<file path="src/rtl/ram_queue_ctrl.sv">
// Circular-queue controller for the single-port 8-bit sample RAM: sequences writes and drains oldest-first.
// Build option QUEUE_OVERWRITE_EN: a write into a full queue replaces the oldest sample instead of being dropped.
module ram_queue_ctrl #(
  parameter int ENTRIES = 384,
  parameter int LOG2    = 9
) (
  input  logic            clk,
  input  logic            rst_n,
  input  logic            wrt_smpl,
  input  logic [7:0]      smpl,
  input  logic            start_rd,
  output logic            ram_we,
  output logic [LOG2-1:0] ram_waddr,
  output logic [LOG2-1:0] ram_raddr,
  output logic [7:0]      ram_wdata,
  input  logic [7:0]      ram_rdata,
  output logic            rd_valid,
  output logic [7:0]      rd_data,
  output logic            rd_done,
  output logic            busy,
  output logic            full,
  output logic [LOG2-1:0] cnt,
  output logic            ovr
);

  // state | meaning
  // IDLE  | accept samples; start_rd launches a drain (or an immediate rd_done when empty)
  // READ  | issue one RAM read per cycle from rd_ptr; remaining counts down to the last issue
  // DRAIN | last read data returns with rd_done; queue is then emptied
  typedef enum logic [1:0] {IDLE, READ, DRAIN} state_t;

  localparam logic [LOG2-1:0] LAST = LOG2'(ENTRIES - 1);
  localparam logic [LOG2-1:0] ONE  = LOG2'(1);

  state_t          state, state_nxt;
  logic [LOG2-1:0] new_ptr, new_ptr_nxt;
  logic [LOG2-1:0] old_ptr, old_ptr_nxt;
  logic [LOG2-1:0] rd_ptr, rd_ptr_nxt;
  logic [LOG2-1:0] remaining, remaining_nxt;
  logic [LOG2-1:0] cnt_nxt;
  logic            ovr_nxt;
  logic            rd_valid_nxt;
  logic            done_empty, done_empty_nxt;

  // ENTRIES need not be a power of two, so wrap explicitly
  function automatic logic [LOG2-1:0] ptr_inc(input logic [LOG2-1:0] p);
    return (p == LAST) ? '0 : p + ONE;
  endfunction

  always_ff @(posedge clk or negedge rst_n) begin
    if (!rst_n) begin
      state      <= IDLE;
      new_ptr    <= '0;
      old_ptr    <= '0;
      rd_ptr     <= '0;
      remaining  <= '0;
      cnt        <= '0;
      full       <= 1'b0;
      ovr        <= 1'b0;
      rd_valid   <= 1'b0;
      done_empty <= 1'b0;
    end else begin
      state      <= state_nxt;
      new_ptr    <= new_ptr_nxt;
      old_ptr    <= old_ptr_nxt;
      rd_ptr     <= rd_ptr_nxt;
      remaining  <= remaining_nxt;
      cnt        <= cnt_nxt;
      full       <= (cnt_nxt == LAST);
      ovr        <= ovr_nxt;
      rd_valid   <= rd_valid_nxt;
      done_empty <= done_empty_nxt;
    end
  end

  always_comb begin
    state_nxt      = state;
    new_ptr_nxt    = new_ptr;
    old_ptr_nxt    = old_ptr;
    rd_ptr_nxt     = rd_ptr;
    remaining_nxt  = remaining;
    cnt_nxt        = cnt;
    ovr_nxt        = ovr;
    rd_valid_nxt   = 1'b0;
    done_empty_nxt = 1'b0;
    ram_we         = 1'b0;

    unique case (state)
      IDLE: begin
        if (wrt_smpl) begin
          if (!full) begin
            ram_we      = 1'b1;
            new_ptr_nxt = ptr_inc(new_ptr);
            cnt_nxt     = cnt + ONE;
          end else begin
`ifdef QUEUE_OVERWRITE_EN
            ram_we      = 1'b1;
            new_ptr_nxt = ptr_inc(new_ptr);
            old_ptr_nxt = ptr_inc(old_ptr);
`endif
            ovr_nxt = 1'b1;
          end
        end else if (start_rd) begin
          if (cnt != '0) begin
            state_nxt     = READ;
            rd_ptr_nxt    = old_ptr;
            remaining_nxt = cnt;
            ovr_nxt       = 1'b0;
          end else begin
            done_empty_nxt = 1'b1;
          end
        end
      end

      READ: begin
        rd_valid_nxt  = 1'b1;
        rd_ptr_nxt    = ptr_inc(rd_ptr);
        remaining_nxt = remaining - ONE;
        if (remaining == ONE) state_nxt = DRAIN;
        if (wrt_smpl) ovr_nxt = 1'b1;
      end

      DRAIN: begin
        old_ptr_nxt = new_ptr;
        cnt_nxt     = '0;
        state_nxt   = IDLE;
        if (wrt_smpl) ovr_nxt = 1'b1;
      end

      default: state_nxt = IDLE;
    endcase
  end

  // the read address is only consumed while ram_we is low, so it can follow rd_ptr freely
  assign ram_waddr = new_ptr;
  assign ram_raddr = rd_ptr;
  assign ram_wdata = ram_we ? smpl : 8'h00;
  assign rd_data   = rd_valid ? ram_rdata : 8'h00;
  assign rd_done   = (state == DRAIN) | done_empty;
  assign busy      = (state != IDLE);

endmodule

</file>
<file path="config.mk">
export PLATFORM = sky130hd
export DESIGN_NAME = ram_queue_ctrl
export DESIGN_NICKNAME = d
export VERILOG_FILES = /design/src/rtl/ram_queue_ctrl.sv
export SDC_FILE = /design/constraint.sdc
export NUM_CORES = 1
export LEC_CHECK = 0
export CORE_UTILIZATION = 50
export CTS_CLUSTER_SIZE = 30
export DETAILED_ROUTE_END_ITERATION = 10
export PLACE_DENSITY = 0.8
export SETUP_SLACK_MARGIN = 0.4
export SLEW_MARGIN = 20
export SYNTH_ARGS = -nofsm -noshare
export SYNTH_HDL_FRONTEND = slang
export SYNTH_SLANG_ARGS = --single-unit
</file>
<file path="constraint.sdc">
create_clock -name clk -period 2.3 [get_ports clk]
set_clock_uncertainty 0.15 [all_clocks]
set_input_delay 0.46 -clock clk [delete_from_list [all_inputs] [get_ports clk]]
set_output_delay 0.46 -clock clk [all_outputs]
set_load 0.005 [all_outputs]
</file>
== After elaboration in Yosys (flattened, before gate mapping) ==
Cells that the tools add are included.

* Bits in registers: 51
* Input port bits: 20
* Output and inout port bits: 49
* Logic and storage cells: 74

* Add/sub/neg operators: 4
* Eq/ne operators: 14
* Muxes and demuxes: 34
* Bitwise gates (word level): 2
* Reductions and logical operators: 10

{| class="wikitable"
|+ Operator list
! cell !! number
|-
| 9-bit two-way mux || 10
|-
| 9-bit case mux with 2 select lines || 3
|-
| 9-bit by 1-bit adder with 9-bit output, second input constant || 3
|-
| 9-bit equality test, second input constant || 3
|-
| 8-bit two-way mux || 2
|-
| 1-bit two-way mux || 13
|-
| 9-bit by 1-bit equality test with 1-bit output, second input constant || 1
|-
| 3-bit != test, second input constant || 3
|-
| 9-bit nonzero test || 1
|-
| 9-bit by 1-bit subtractor with 9-bit output, second input constant || 1
|-
| 2-bit two-way mux || 4
|-
| 2-bit != test, second input constant || 4
|-
| 4-bit AND reduction || 2
|-
| 2-bit nonzero test || 3
|-
| 5-bit AND reduction || 1
|-
| 2-bit case mux with 2 select lines || 1
|-
| 3-bit AND reduction || 1
|-
| 2-bit by 1-bit equality test with 1-bit output, second input constant || 1
|-
| 2-bit equality test, second input constant || 1
|-
| 2-bit zero test || 1
|-
| 2-bit by 1-bit != test with 1-bit output, second input constant || 1
|-
| 1-bit case mux with 2 select lines || 1
|-
| 2-bit OR reduction || 1
|-
| 1-bit NOT || 1
|-
| 1-bit OR || 1
|}

== Longest topological paths before layout ==
Gate-level depths: netlist of run 1.

* Word-level depth: 5
* Mapped depth: 8
* Gate-level depth less buffers: 7

== Worst setup path before layout of run 1 ==
No wires, ideal clock.

* Path type: reg2out
* Start: reg state[0]
* End: out ram_wdata[0]
* Arrival: 1.487 ns
* Data required time: 1.690 ns
* Path slack: 0.203 ns
* Stages on the path, launching flop included: 8
* Buffers on the path: 2
* Cells stage by stage: dfrtp_1 -> inv_1 -> ha_1 -> buf_2 -> nand3b_2 -> inv_1 -> clkbuf_1 -> and2_1

* Cells in the longest elaborated chain, start to end: 3

{| class="wikitable"
|+ RTL lines
! item !! RTL line !! source
|-
| start, declared || 35 || <nowiki>state_t state, state_nxt;</nowiki>
|-
| start signal, assigned || 63 || <nowiki>state <= state_nxt;</nowiki>
|-
| 2-bit zero test || 88 || <nowiki>unique case (state)</nowiki>
|-
| 1-bit two-way mux || 88 ||
|-
| via ram_we || 12 || <nowiki>output logic ram_we,</nowiki>
|-
| 8-bit two-way mux || 137 || <nowiki>assign ram_wdata = ram_we ? smpl : 8'h00;</nowiki>
|-
| end, declared || 15 || <nowiki>output logic [7:0] ram_wdata,</nowiki>
|}

The timed path passes the listed nets, and every way through them passes these cells.

== Worst setup path in the final report of run 1 ==
* Start: reg state[0]
* End: reg remaining[8]

* Cells in the longest elaborated chain, start to end: 3
* Elaborated cells on any way between the ends: 8
* Those cells by class: eq/ne: 4; mux: 1; reduce/logical: 3

{| class="wikitable"
|+ RTL lines
! item !! RTL line !! source
|-
| 2-bit by 1-bit equality test with 1-bit output or 2-bit zero test (tied branches) || 88 ||
|-
| 2-bit nonzero test (no line) or 2-bit != test (tied branches) || -- ||
|-
| 4-bit AND reduction (no line) || -- ||
|-
| end signal, assigned || 67 || <nowiki>remaining <= remaining_nxt;</nowiki>
|-
| end, declared || 39 || <nowiki>logic [LOG2-1:0] remaining, remaining_nxt;</nowiki>
|}

Several ways; a longest one is shown, not always the timed one.
A chain may end at the register's enable or synchronous reset.

==> results.json, run 1 <==
{
  "status": "finished with violations",
  "violations": "setup timing",
  "p_leak_uw": 0.00232,
  "critPathBufInv": 5,
  "die_h_um": 78.9,
  "rr_worst_depth": 10,
  "startpoint_type": "register",
  "max-vdd-ir-drop_mv": 0.319,
  "syn_nets": 328,
  "stdcell_area_um2": 4970,
  "rsz0062_at_grt": "true",
  "wl_met1_um": 4560,
  "layout_common_cells": "buf_4, dfrtp_1, clkdlybuf4s50_1",
  "diodes": 0,
  "final_net_count": 488,
  "max_stage_delay_ns": 0.42,
  "synthCells": 298,
  "crit-reg2reg-launch": "state[0]$_DFFE_PN0P_",
  "drtAntennaViolNets": 0,
  "fillers": 225,
  "core-area_um2": 5610,
  "met3_length_um": 1630,
  "cts_root_buffer": "clkbuf_8",
  "slew_violations": 0,
  "vias": 3644,
  "path_common_cell": "buf_4",
  "grt_overflow": 0,
  "hpwl_um": 5780,
  "max_slew.worst_pin.slew_ns": 0.716,
  "fin_setup_tns_ns": -0.209,
  "min_to": "ram_raddr[8]$_DFFE_PN0P_",
  "min_period_over_period_pct": 103,
  "path_cells": "inv_2 -> ha_4 -> buf_8 -> buf_6 -> nand3b_1 -> buf_4 -> nor2_1 -> buf_4 -> a32o_1 -> a211o_1",
  "synth-seq-cells": 51,
  "fmax_mhz": 422,
  "synthesis.area_um2": 2960,
  "finalHoldViolCount": 0,
  "drive_above_1_share_pct": 43.8,
  "min_from": "ram_raddr[8]$_DFFE_PN0P_",
  "grt_antenna_before_repair": 0,
  "syn_to_final_growth_pct": 68.1,
  "seqCellArea_um2": 1300,
  "met2_length_um": 6150,
  "ys_warn_count": 0,
  "rrSetupSlack_ns": -0.07,
  "cpLargestDelayFamily": "buffers and inverters",
  "grt_usage_pct": 33.9,
  "drc_errors": 0,
  "async_flop_share_pct": 100,
  "setup_violations": 7,
  "gp_congestion": 0.820,
  "die_x_um": 78.9,
  "tritoncts": "yes",
  "drtIter0Drc": 616,
  "slew_headroom_pct": 51.8,
  "synth-edff-count": 0,
  "holdPathStages": 1,
  "worstPathRequired_ns": 2.35,
  "grt_pass1_wl_um": 16100,
  "clock_latency_ns": 0.31,
  "cp_max_fo": 8,
  "viasPerCell": 6.86,
  "grt_pass1_vias": 3238,
  "rows": 27,
  "placed_cell_area_um2": 3900,
  "h-tree-depth": 2,
  "crit_path_top_delay_cell": "dfrtp_1",
  "max_cap_violations": 0,
  "synth.yosys.seq_area_share_pct": 43.2,
  "cp.arrival_ns": 2.42,
  "wl_um": 13000,
  "ys_types": 67,
  "dieArea_um2": 6220,
  "syn_area_per_cell_um2": 9.92,
  "endpoint_kind": "register",
  "portBuffers": 68,
  "r2r_end": "remaining[8]$_DFFE_PN0P_",
  "drtPass1Iterations": 6,
  "min_period_ns": 2.37,
  "cts_buffers": 5,
  "highest_layer": "met4",
  "start_util_pct": 52.7,
  "grt_max_degree": 32,
  "final_common_cell": "buf_4",
  "clockBufferDepth": 2,
  "io_pins": 69,
  "worstSetupPathType": "reg -> reg",
  "hold_path.class": "reg -> reg",
  "wl_per_cell_um": 24.5,
  "cellPowerDensity_nw_per_um2": 318,
  "setup_ws_ns": -0.0698,
  "cts.sinks": 51,
  "multi_input_area_um2": 1860,
  "synth_ff_type": "dfrtp_1",
  "clkTransAtPathRegs_ns": 0.11
}
==> stage by stage <==
step / util (%) / total power [uW] / setup slack (ns) / instances / hold slack (ns)
final: 88.6 / 1580 / -0.0698 / 531 / 0.379
after CTS: 81.5 / 1560 / 0.174 / 507 / 0.368
after floorplan: - / 932 / 0.327 / 298 / 0.0144
after global routing: 88.6 / 1610 / -0.0695 / 531 / 0.394
after global placement: 69.5 / 1010 / -0.110 / 451 / 0.309
after detailed placement: 69.5 / 1010 / -0.165 / 451 / 0.314
==> worst register-to-register path, delay by kind of cell, from the launching register on <==
family                     cells  cell delay, ns
buffers and inverters          5            0.70
AOI/OAI and AO/OA              2            0.51
DFF                            1            0.42
and+or+nand+nor                2            0.28
adders and majority gates      1            0.19
==> report_power, final <==
group          internal, uW  leakage [uW]  switching [uW]
logic                  52.0       0.00165            42.5
registers               898      0.000618            4.89
clock network           227     0.0000502             357
total                  1180       0.00232             404
==> routing by layer <==
metal	vias to the layer above	track usage, %
met1	1743	40.4
met4	0	13.3
met5	-	0
met3	93	8.05
li1	1435	-
met2	373	59.0
==> kinds of logic (layout without fill, tap and decap cells) <==
| group | after synthesis | after routing | share of synthesized area (%) |
|---|---|---|---|
| simple gates | 117 | 117 | 23.1 |
| compound gates | 70 | 70 | 17.9 |
| flops | 51 | 51 | 43.2 |
| buf+inv | 29 | 190 | 4.40 |
| mux | 14 | 14 | 5.12 |
| fa+ha+maj | 10 | 10 | 4.23 |
| xor+xnor | 7 | 7 | 2.07 |
==> Yosys cell counts, drive strengths merged, types with 6 or more instances <==
cell | count | share of area (%)
o21ai | 9 | 1.5
nand2 | 30 | 3.9
and2 | 16 | 3.4
a21oi | 12 | 2.3
dfrtp | 51 | 43
o2bb2ai | 6 | 1.8
clkbuf | 7 | 0.89
buf | 6 | 1.5
nor2 | 14 | 2.0
ha | 10 | 4.2
inv | 16 | 2.0
mux2 | 9 | 3.4
nand3 | 13 | 2.2
nor4 | 8 | 1.7
==> cell type report <==
type / count / share of cell area (%)
tap: 72 / 1.81
timing repair buffer: 165 / 31.1
clock buffer: 5 / 1.39
sequential: 51 / 26.1
clock inverter: 3 / 0.579
multi-input combinational: 218 / 37.5
timing repair inverter: 1 / 0.151
inverter: 16 / 1.39
==> state kept, by name, summed over array words and instances (netlist names) <==
| signal | flops |
|---|---|
| cnt | 9 |
| done_empty | 1 |
| full | 1 |
| old_ptr | 9 |
| ovr | 1 |
| ram_raddr | 9 |
| ram_waddr | 9 |
| rd_valid | 1 |
| remaining | 9 |
| state | 2 |
==> how the worst max path moves through the flow <==
stage,end,startpoint,depth (start not counted)
2_1_floorplan,full$_DFF_PN0_,state[1]$_DFFE_PN0P_,7
3_3_place_gp,ram_wdata[7],wrt_smpl,5
3_5_place_dp,full$_DFF_PN0_,wrt_smpl,7
4_1_cts,ram_wdata[6],state[0]$_DFFE_PN0P_,6
5_1_grt,remaining[8]$_DFFE_PN0P_,state[0]$_DFFE_PN0P_,10
6_report,remaining[8]$_DFFE_PN0P_,state[0]$_DFFE_PN0P_,10
==> what timing repair did <==
item	CTS	global route
gates cloned	2	0
setup buffers	45	24
hold buffers	1	0
hold endpoints to repair	20	0
pin swaps	27	30
endpoints found under the setup margin	62	61
resized for setup	114	63
Note: power is estimated with default switching activity, not from simulation.
==> run 2, diff against run 1 <==
--- a/config.mk
+++ b/config.mk
@@ -10,7 +10,7 @@
 export DETAILED_ROUTE_END_ITERATION = 10
 export PLACE_DENSITY = 0.8
 export SETUP_SLACK_MARGIN = 0.4
-export SLEW_MARGIN = 20
+export SLEW_MARGIN = 0
 export SYNTH_ARGS = -nofsm -noshare
 export SYNTH_HDL_FRONTEND = slang
 export SYNTH_SLANG_ARGS = --single-unit
==> results of run 2 <==
The final DEF is identical to that of run 1; final timing and power are the same.
